**config.mk**
```make
export PLATFORM = sky130hd
export DESIGN_NAME = pe_pipe_vec
export DESIGN_NICKNAME = d
export VERILOG_FILES = /design/src/rtl/pe_pipe_vec.sv
export SDC_FILE = /design/constraint.sdc
export NUM_CORES = 2
export LEC_CHECK = 0
export CAP_MARGIN = 25
export CELL_PAD_IN_SITES_DETAIL_PLACEMENT = 2
export CELL_PAD_IN_SITES_GLOBAL_PLACEMENT = 2
export CORE_AREA = 3 3 221 385
export DETAILED_ROUTE_END_ITERATION = 7
export DIE_AREA = 0 0 224 388
export PLACE_DENSITY = 0.94
export SLEW_MARGIN = 20
export SYNTH_ARGS = -nofsm -noshare
export SYNTH_HDL_FRONTEND = slang
export SYNTH_SLANG_ARGS = --single-unit
```
**constraint.sdc**
```tcl
create_clock -name clock -period 15.6 [get_ports clock]
set_input_delay 1.56 -clock clock [delete_from_list [all_inputs] [get_ports clock]]
set_output_delay 1.56 -clock clock [all_outputs]
set_load 0.01 [all_outputs]
```
**src/rtl/pe_pipe_vec.sv**
```systemverilog
// rtl/pe_pipe_vec.sv - vectorised dual-accumulator MAC processing element with retimed input pipeline
module pe_pipe_vec #(
  parameter int INPUT_W  = 8,
  parameter int OUTPUT_W = 20,
  parameter int C_W      = 32,
  parameter int LANES    = 2,
  parameter int MAC_LAT  = 2
) (
  input  logic                        clock,
  input  logic                        reset_n,
  input  logic [LANES*INPUT_W-1:0]    in_a,
  input  logic [LANES*OUTPUT_W-1:0]   in_b,
  input  logic [LANES*OUTPUT_W-1:0]   in_d,
  input  logic                        in_valid,
  input  logic [1:0]                  in_dataflow,
  input  logic                        in_propagate,
  input  logic [4:0]                  in_shift,
  input  logic [2:0]                  in_id,
  input  logic                        in_last,
  output logic [LANES*INPUT_W-1:0]    out_a,
  output logic [LANES*OUTPUT_W-1:0]   out_b,
  output logic [LANES*OUTPUT_W-1:0]   out_c,
  output logic                        out_valid,
  output logic [1:0]                  out_dataflow,
  output logic                        out_propagate,
  output logic [4:0]                  out_shift,
  output logic [2:0]                  out_id,
  output logic                        out_last,
  output logic                        bad_dataflow
);

  typedef struct packed {
    logic [LANES*INPUT_W-1:0]  a;
    logic [LANES*OUTPUT_W-1:0] b;
    logic [LANES*OUTPUT_W-1:0] d;
    logic                      valid;
    logic [1:0]                dataflow;
    logic                      propagate;
    logic [4:0]                shift;
    logic [2:0]                id;
    logic                      last;
  } stage_t;

  localparam logic signed [C_W:0] SAT_MAX = {{(C_W-OUTPUT_W+2){1'b0}}, {(OUTPUT_W-1){1'b1}}};
  localparam logic signed [C_W:0] SAT_MIN = {{(C_W-OUTPUT_W+2){1'b1}}, {(OUTPUT_W-1){1'b0}}};

  stage_t in_s;
  stage_t fin;

  logic signed [C_W-1:0]     c1   [LANES];
  logic signed [C_W-1:0]     c2   [LANES];
  logic signed [C_W-1:0]     c1_n [LANES];
  logic signed [C_W-1:0]     c2_n [LANES];
  logic [LANES*OUTPUT_W-1:0] b_n;
  logic [LANES*OUTPUT_W-1:0] c_n;
  logic                      last_p;
  logic                      os;
  logic [4:0]                s_eff;

  // Round-half-up arithmetic shift, then clamp into the signed OUTPUT_W range.
  function automatic logic [OUTPUT_W-1:0] drain(input logic signed [C_W-1:0] c,
                                                input logic [4:0] s);
    logic signed [C_W:0] t;
    logic signed [C_W:0] rnd;
    t   = (C_W+1)'(c);
    rnd = (s == 5'd0) ? '0 : ((C_W+1)'(1) << (s - 5'd1));
    t   = (t + rnd) >>> s;
    if (t > SAT_MAX)      drain = SAT_MAX[OUTPUT_W-1:0];
    else if (t < SAT_MIN) drain = SAT_MIN[OUTPUT_W-1:0];
    else                  drain = t[OUTPUT_W-1:0];
  endfunction

  assign in_s = '{a: in_a, b: in_b, d: in_d, valid: in_valid, dataflow: in_dataflow,
                  propagate: in_propagate, shift: in_shift, id: in_id, last: in_last};

  generate
    if (MAC_LAT > 1) begin : g_retime
      stage_t sreg [MAC_LAT-1];
      always_ff @(posedge clock) begin
        if (!reset_n) begin
          for (int i = 0; i < MAC_LAT-1; i++) sreg[i] <= '0;
        end else begin
          sreg[0] <= in_s;
          for (int i = 1; i < MAC_LAT-1; i++) sreg[i] <= sreg[i-1];
        end
      end
      assign fin = sreg[MAC_LAT-2];
    end else begin : g_direct
      assign fin = in_s;
    end
  endgenerate

  assign os    = (fin.dataflow == 2'b00);
  assign s_eff = (fin.propagate != last_p) ? fin.shift : 5'd0;

  generate
    for (genvar l = 0; l < LANES; l++) begin : g_lane
      logic signed [INPUT_W-1:0]  a_l;
      logic signed [INPUT_W-1:0]  m2;
      logic signed [OUTPUT_W-1:0] b_l;
      logic signed [OUTPUT_W-1:0] d_l;
      logic signed [C_W-1:0]      own;
      logic signed [C_W-1:0]      other;
      logic signed [C_W-1:0]      prod;
      logic signed [C_W-1:0]      other_n;

      assign a_l   = fin.a[l*INPUT_W +: INPUT_W];
      assign b_l   = fin.b[l*OUTPUT_W +: OUTPUT_W];
      assign d_l   = fin.d[l*OUTPUT_W +: OUTPUT_W];
      // propagate picks which accumulator drains; the other one accumulates (OS) or holds the weight (WS)
      assign own   = fin.propagate ? c1[l] : c2[l];
      assign other = fin.propagate ? c2[l] : c1[l];
      assign m2    = os ? b_l[INPUT_W-1:0] : other[INPUT_W-1:0];
      assign prod  = C_W'(a_l) * C_W'(m2);
      assign other_n = os ? (other + prod) : other;

      assign c_n[l*OUTPUT_W +: OUTPUT_W] = drain(own, os ? s_eff : 5'd0);
      assign b_n[l*OUTPUT_W +: OUTPUT_W] = os ? b_l : (b_l + prod[OUTPUT_W-1:0]);
      assign c1_n[l] = fin.propagate ? C_W'(d_l) : other_n;
      assign c2_n[l] = fin.propagate ? other_n : C_W'(d_l);
    end
  endgenerate

  always_ff @(posedge clock) begin
    if (!reset_n) begin
      for (int l = 0; l < LANES; l++) begin
        c1[l] <= '0;
        c2[l] <= '0;
      end
      last_p        <= 1'b0;
      out_a         <= '0;
      out_b         <= '0;
      out_c         <= '0;
      out_valid     <= 1'b0;
      out_dataflow  <= '0;
      out_propagate <= 1'b0;
      out_shift     <= '0;
      out_id        <= '0;
      out_last      <= 1'b0;
      bad_dataflow  <= 1'b0;
    end else begin
      out_a         <= fin.a;
      out_valid     <= fin.valid;
      out_dataflow  <= fin.dataflow;
      out_propagate <= fin.propagate;
      out_shift     <= fin.shift;
      out_id        <= fin.id;
      out_last      <= fin.last;
      if (fin.valid) begin
        if (fin.dataflow[1]) begin
          bad_dataflow <= 1'b1;
        end else begin
          for (int l = 0; l < LANES; l++) begin
            c1[l] <= c1_n[l];
            c2[l] <= c2_n[l];
          end
          last_p <= fin.propagate;
          out_b  <= b_n;
          out_c  <= c_n;
        end
      end
    end
  end

endmodule

```
---- Word level (Yosys, flattened, before mapping) ----
Memories as Yosys holds them, arrays and structs flattened.
Cells that the tools add are included.
cells by class
  $add $sub $neg .......................... 7
  multipliers ............................. 2
  div/mod/pow operators ................... 0
  magnitude comparators ................... 4
  eq/ne operators ......................... 1
  shift-type cells ........................ 3
  multiplexer cells ....................... 33
  bitwise operators ....................... 5
  reductions and logical operators ........ 5
operators by type and width
  operator                                                                           number
  32-bit two-way mux                                                                 14
  20-bit two-way mux                                                                 6
  109-bit two-way mux                                                                1
  109-bit OR reduction                                                               1
  32-bit by 33-bit adder with 33-bit output                                          2
  33-bit by 20-bit greater-than comparator with 1-bit output, second input constant  2
  33-bit by 20-bit less-than comparator with 1-bit output, second input constant     2
  33-bit by 5-bit >>> shifter with 33-bit output                                     2
  32-bit by 16-bit adder with 32-bit output                                          2
  20-bit adder                                                                       2
  33-bit two-way mux                                                                 1
  1-bit by 5-bit left shift with 33-bit output, first input constant                 1
  8-bit by 8-bit multiplier with 16-bit output                                       2
  8-bit two-way mux                                                                  2
  5-bit two-way mux                                                                  2
  1-bit two-way mux                                                                  7
  5-bit zero test                                                                    1
  5-bit by 1-bit subtractor with 5-bit output, second input constant                 1
  1-bit OR                                                                           4
  2-bit AND reduction                                                                2
  2-bit zero test                                                                    1
  1-bit != test                                                                      1
  1-bit NOT                                                                          1
word-level totals
  flip-flop bits (word level) ............. 111
  latch bits .............................. 0
  RAM bits ................................ 237
  memory bits (read-only) ................. 0
  output and inout port bits .............. 110
  memories ................................ 3
memories
  name           depth  width  read ports  clocked after Yosys merged registers in  wr ports  line  source
  g_retime.sreg  1      109    1           0                                        1         78    stage_t sreg [MAC_LAT-1];
  c1             2      32     2           0                                        2         50    logic signed [C_W-1:0] c1 [LANES];
  c2             2      32     2           0                                        2         51    logic signed [C_W-1:0] c2 [LANES];

---- Longest topological paths before layout ----
  word-level depth ........................ 11
  depth in mapped cells ................... 44
  gate-level depth less buffers ........... 38

---- Worst setup path before layout ----
OpenSTA, ideal clock, no wires.
  path kind ............................... register -> register
  start ................................... memory g_retime.sreg[0][9] (netlist bit)
  end ..................................... memory c1[0][30], data pin
  arrival time ............................ 9219 ps
  required time ........................... 15330 ps
  setup slack ............................. 6111 ps
  stages on the path, launching flop included .. 42
  path buffers ............................ 6
  period minus slack after synthesis ...... 9489 ps
  path through ............................ dfxtp_1 buf_6 buf_12 buf_6 buf_6 clkbuf_1 buf_1 mux2_2 nor2_1 nor2_1 and2_1 fa_1 inv_1 fa_1 inv_1 fa_1 inv_1 fa_1 (+6 left out) a21oi_1 o21bai_1 a21oi_1 o21bai_1 a21oi_1 xnor2_1 ha_1 a21oi_1 o21ai_0 a41oi_1 a21oi_1 a31oi_1 a211oi_1 a41o_1 o41ai_1 xnor2_1 mux2i_1 o21ai_0
RTL lines
  what             line
  start, declared  78
  end, declared    50

==> metrics.txt <==
filler instances 8,874; Design Power 6.695 mW; area share of the leading cell type in the synthesized netlist 13.47%; Register Area 8252 sq um; clk_lat worst skew 0.66 ns; Synth Warn # 0; Synth area leaders dfxtp_1, edfxtp_1, ha_1, fa_1, nand2_1; Synth Area per Inst 8.215 sq um; combinational power share 68.1%; Initial DRC Count 3,338; biggest area consumer among synthesized cells dfxtp_1; met2 WL 89,800 um; EDFF count, synth 128; Synth Cell Area 32,690 sq um; Via Count 36,450; Int Pwr 3.061 mW; max incr delay on CP 0.92 ns; Slew Limit Fails 6; final hold vios 0; Rel. slew slack -10.86%; Final Util 45.32%; largest net degree at the start of global routing 121; initial antenna violation count 16; worst reg2reg setup slack 2.42 ns; Sw Ratio 54.29%; crit-path max FO 82; Flop pwr share 16.3%; setup_tns 0 ns; # IOs 221; layout cells sized above 1 8.544%; Initial Util 39.73%; DRC Markers 0; Hold Startpoint g_retime.sreg[0][1]; Die Area 86,910 sq um; DR WL met3 17,580 um; Leak 15.78 nW; failing checks max-capacitance violations, max-slew violations; register bit total from synthesis 348; vias in the first global route 39,130; Async SR Flop Fraction 0%; Cell Rows 139; Worst Setup Start Kind register; Routed Antenna Nets 0; cell with the largest stage delay on the worst path buf_4; most used cell, CP a21oi_1; Hold Crit Depth 1; CP required 15.93 ns; maxcap violations 1; drt via density 7.049; pwr dens 179.6 nW/um^2; top sig layer met5; CTS tree built; sequential share of the synthesized area 25.23%; Area Growth Syn to Fin 14.06%; critical path class register to register; Net Switching 3.635 mW; CTS buffer count 37; synth unique cells 119; first-pass GRT wire length 259,400 um; worst reg2reg path depth 34; grt total ovfl 0; crit share post-route 84.51%; H-tree level count 2; CTS-repair resized insts 0; Clock Sinks 348; Arrival @ worst endpoint 13.51 ns; core area 82,260 sq um; clock transition at the registers of the reported paths 0.07 ns; hold crit path type register to register; final layout net count 4,513; post-DR wirelength/cell 37.47 um; outcome finished with violations; worst r2r src g_retime.sreg[0][10]; Routed WL 193,800 um; die width 224 um; chip height 388 um; unrepaired setup endpoints after global routing false; # port buffers 220; Finish-stage setup viols 0; hold-fix buffers at CTS 0; Post-DP HPWL 118,500 um; skew final 0.06162 ns; Peak VDD IR 172.2 uV; Synth Instances 3,979; Post-CTS Setup Bufs 0; RR Endpoint c1[0][24]; Pre-Repair DR Iteration Count 6; clock tree root buffer cell clkbuf_16; Longest Clk Path Bufs 3; Tot GR Track Use 39.34%; multi-input logic area 22,870 sq um; Worst Hold Path EP out_id[0]; post-layout min period 13.18 ns; critical path endpoint category register; M1 WL 61,100 um; gpl congestion 0.9694; fmax 75.86 MHz; Tightest Pin Transition 1.657 ns; power share of the clock group 15.6%; Primary FF master, synth dfxtp_1
==> critical path: cells and delay by family, from the launching register on <==
family | cells | cell delay [ns]
AND/OR/NAND/NOR | 5 | 1.81
buffers and inverters | 5 | 2.06
XOR/XNOR | 2 | 0.45
adder cells (fa/ha/maj) | 6 | 3.35
flip-flops | 1 | 0.31
AO/OA/AOI/OAI | 16 | 4.78
==> cells in the final DEF (no fill, tap or decap), types with 10 or more instances in the layout <==
master | synthesis | routed
o22ai_1 | 16 | 16
nor3_1 | 86 | 83
dfxtp_1 | 220 | 219
nand4_1 | 24 | 24
o21bai_1 | 37 | 37
mux2i_1 | 80 | 80
o31ai_1 | 43 | 43
or2_2 | 24 | 23
nor4_1 | 17 | 13
o211ai_1 | 61 | 61
xnor2_1 | 118 | 117
a211oi_1 | 70 | 69
nand2b_1 | 24 | 24
o21ai_0 | 258 | 258
a21o_1 | 56 | 56
nor2_1 | 345 | 339
clkdlybuf4s50_1 | 0 | 219
nand3_1 | 81 | 81
o21a_1 | 43 | 43
o21ai_1 | 19 | 19
nor2b_1 | 20 | 20
or3_1 | 32 | 32
and3_1 | 33 | 33
a21oi_1 | 273 | 273
ha_1 | 208 | 208
inv_1 | 227 | 226
mux2_2 | 129 | 129
and2_1 | 232 | 231
nand2_1 | 404 | 399
a22oi_1 | 10 | 10
clkbuf_16 | 0 | 40
edfxtp_1 | 128 | 128
o221ai_1 | 22 | 22
a31oi_1 | 43 | 42
buf_4 | 1 | 47
fa_1 | 114 | 114
xor2_1 | 53 | 53
==> metal layers <==
| layer | up-vias | global-route usage [%] |
|---|---|---|
| li1 | 14420 | - |
| met1 | 17820 | 38.26 |
| met2 | 2760 | 68.50 |
| met3 | 1440 | 8.943 |
| met4 | 16 | 36.20 |
| met5 | - | 0 |
==> synthesized netlist by cell type (all sizes together), types with 37 or more instances <==
library cell    n
a211oi         74
a21o           56
a21oi         276
a31oi          45
and2          233
buf            47
clkbuf        168
dfxtp         220
edfxtp        128
fa            114
ha            208
inv           227
mux2          132
mux2i          81
nand2         404
nand3          83
nor2          345
nor3           89
o211ai         62
o21a           44
o21ai         277
o21bai         37
o31ai          47
xnor2         119
xor2           54
==> power groups by stage <==
stage	Clock, mW	Combinational (mW)	Sequential (mW)
after floorplan	0	2.52	1.08
after global placement	0	3.22	1.08
after detailed placement	0	3.69	1.10
after CTS	1.02	4.08	1.08
after global routing	1.06	4.68	1.09
final	1.04	4.56	1.09
==> worst max path at each step <==
stage / to / slack, ns / start
after floorplan: c1[0][30] / 6.11 / g_retime.sreg[0][9]
final: c1[0][24] / 2.42 / g_retime.sreg[0][10]
after detailed placement: c2[0][31] / 4.76 / g_retime.sreg[0][10]
after global routing: c1[0][31] / 2.33 / g_retime.sreg[0][10]
after CTS: c2[0][31] / 4.03 / g_retime.sreg[0][10]
after global placement: c2[0][62] / 5.71 / g_retime.sreg[0][10]
==> registers in the layout (all words and copies together) (netlist names), 2 cells and up <==
name,cells
c1,64
c2,64
g_retime.sreg,109
out_a,16
out_b,40
out_c,40
out_dataflow,2
out_id,3
out_shift,5
==> kinds of logic after synthesis <==
family                   share of synthesized area [%]
flip-flops                                       25.23
buffers and inverters                            5.275
AND/OR/NAND/NOR                                  20.48
AO/OA/AOI/OAI                                    22.06
XOR/XNOR                                         4.682
multiplexers                                     7.158
adder cells (fa/ha/maj)                          15.10
other                                          0.01147
==> metrics by stage <==
stage / hold slack [ns] / setup WS (ns) / instances / instance area [sq um]
after floorplan: 0.4119 / 6.111 / 3980 / 32690
after global placement: 0.4146 / 5.707 / 5085 / 35780
after detailed placement: 0.4225 / 4.761 / 5089 / 35800
after CTS: 0.4397 / 4.032 / 5156 / 37080
after global routing: 0.4616 / 2.333 / 5168 / 37280
final: 0.4340 / 2.417 / 5171 / 37280
==> area by class of cell <==
cell class | instances | area share [%]
Antenna cell | 6 | 0.04027
Clock buffer | 53 | 2.990
Clock inverter | 14 | 0.4531
Inverter | 228 | 2.302
Multi-Input combinational cell | 3189 | 61.34
Sequential cell | 348 | 22.13
Tap cell | 1057 | 3.547
Timing Repair Buffer | 276 | 7.195
No activity file was read; power rests on OpenSTA's default activity.
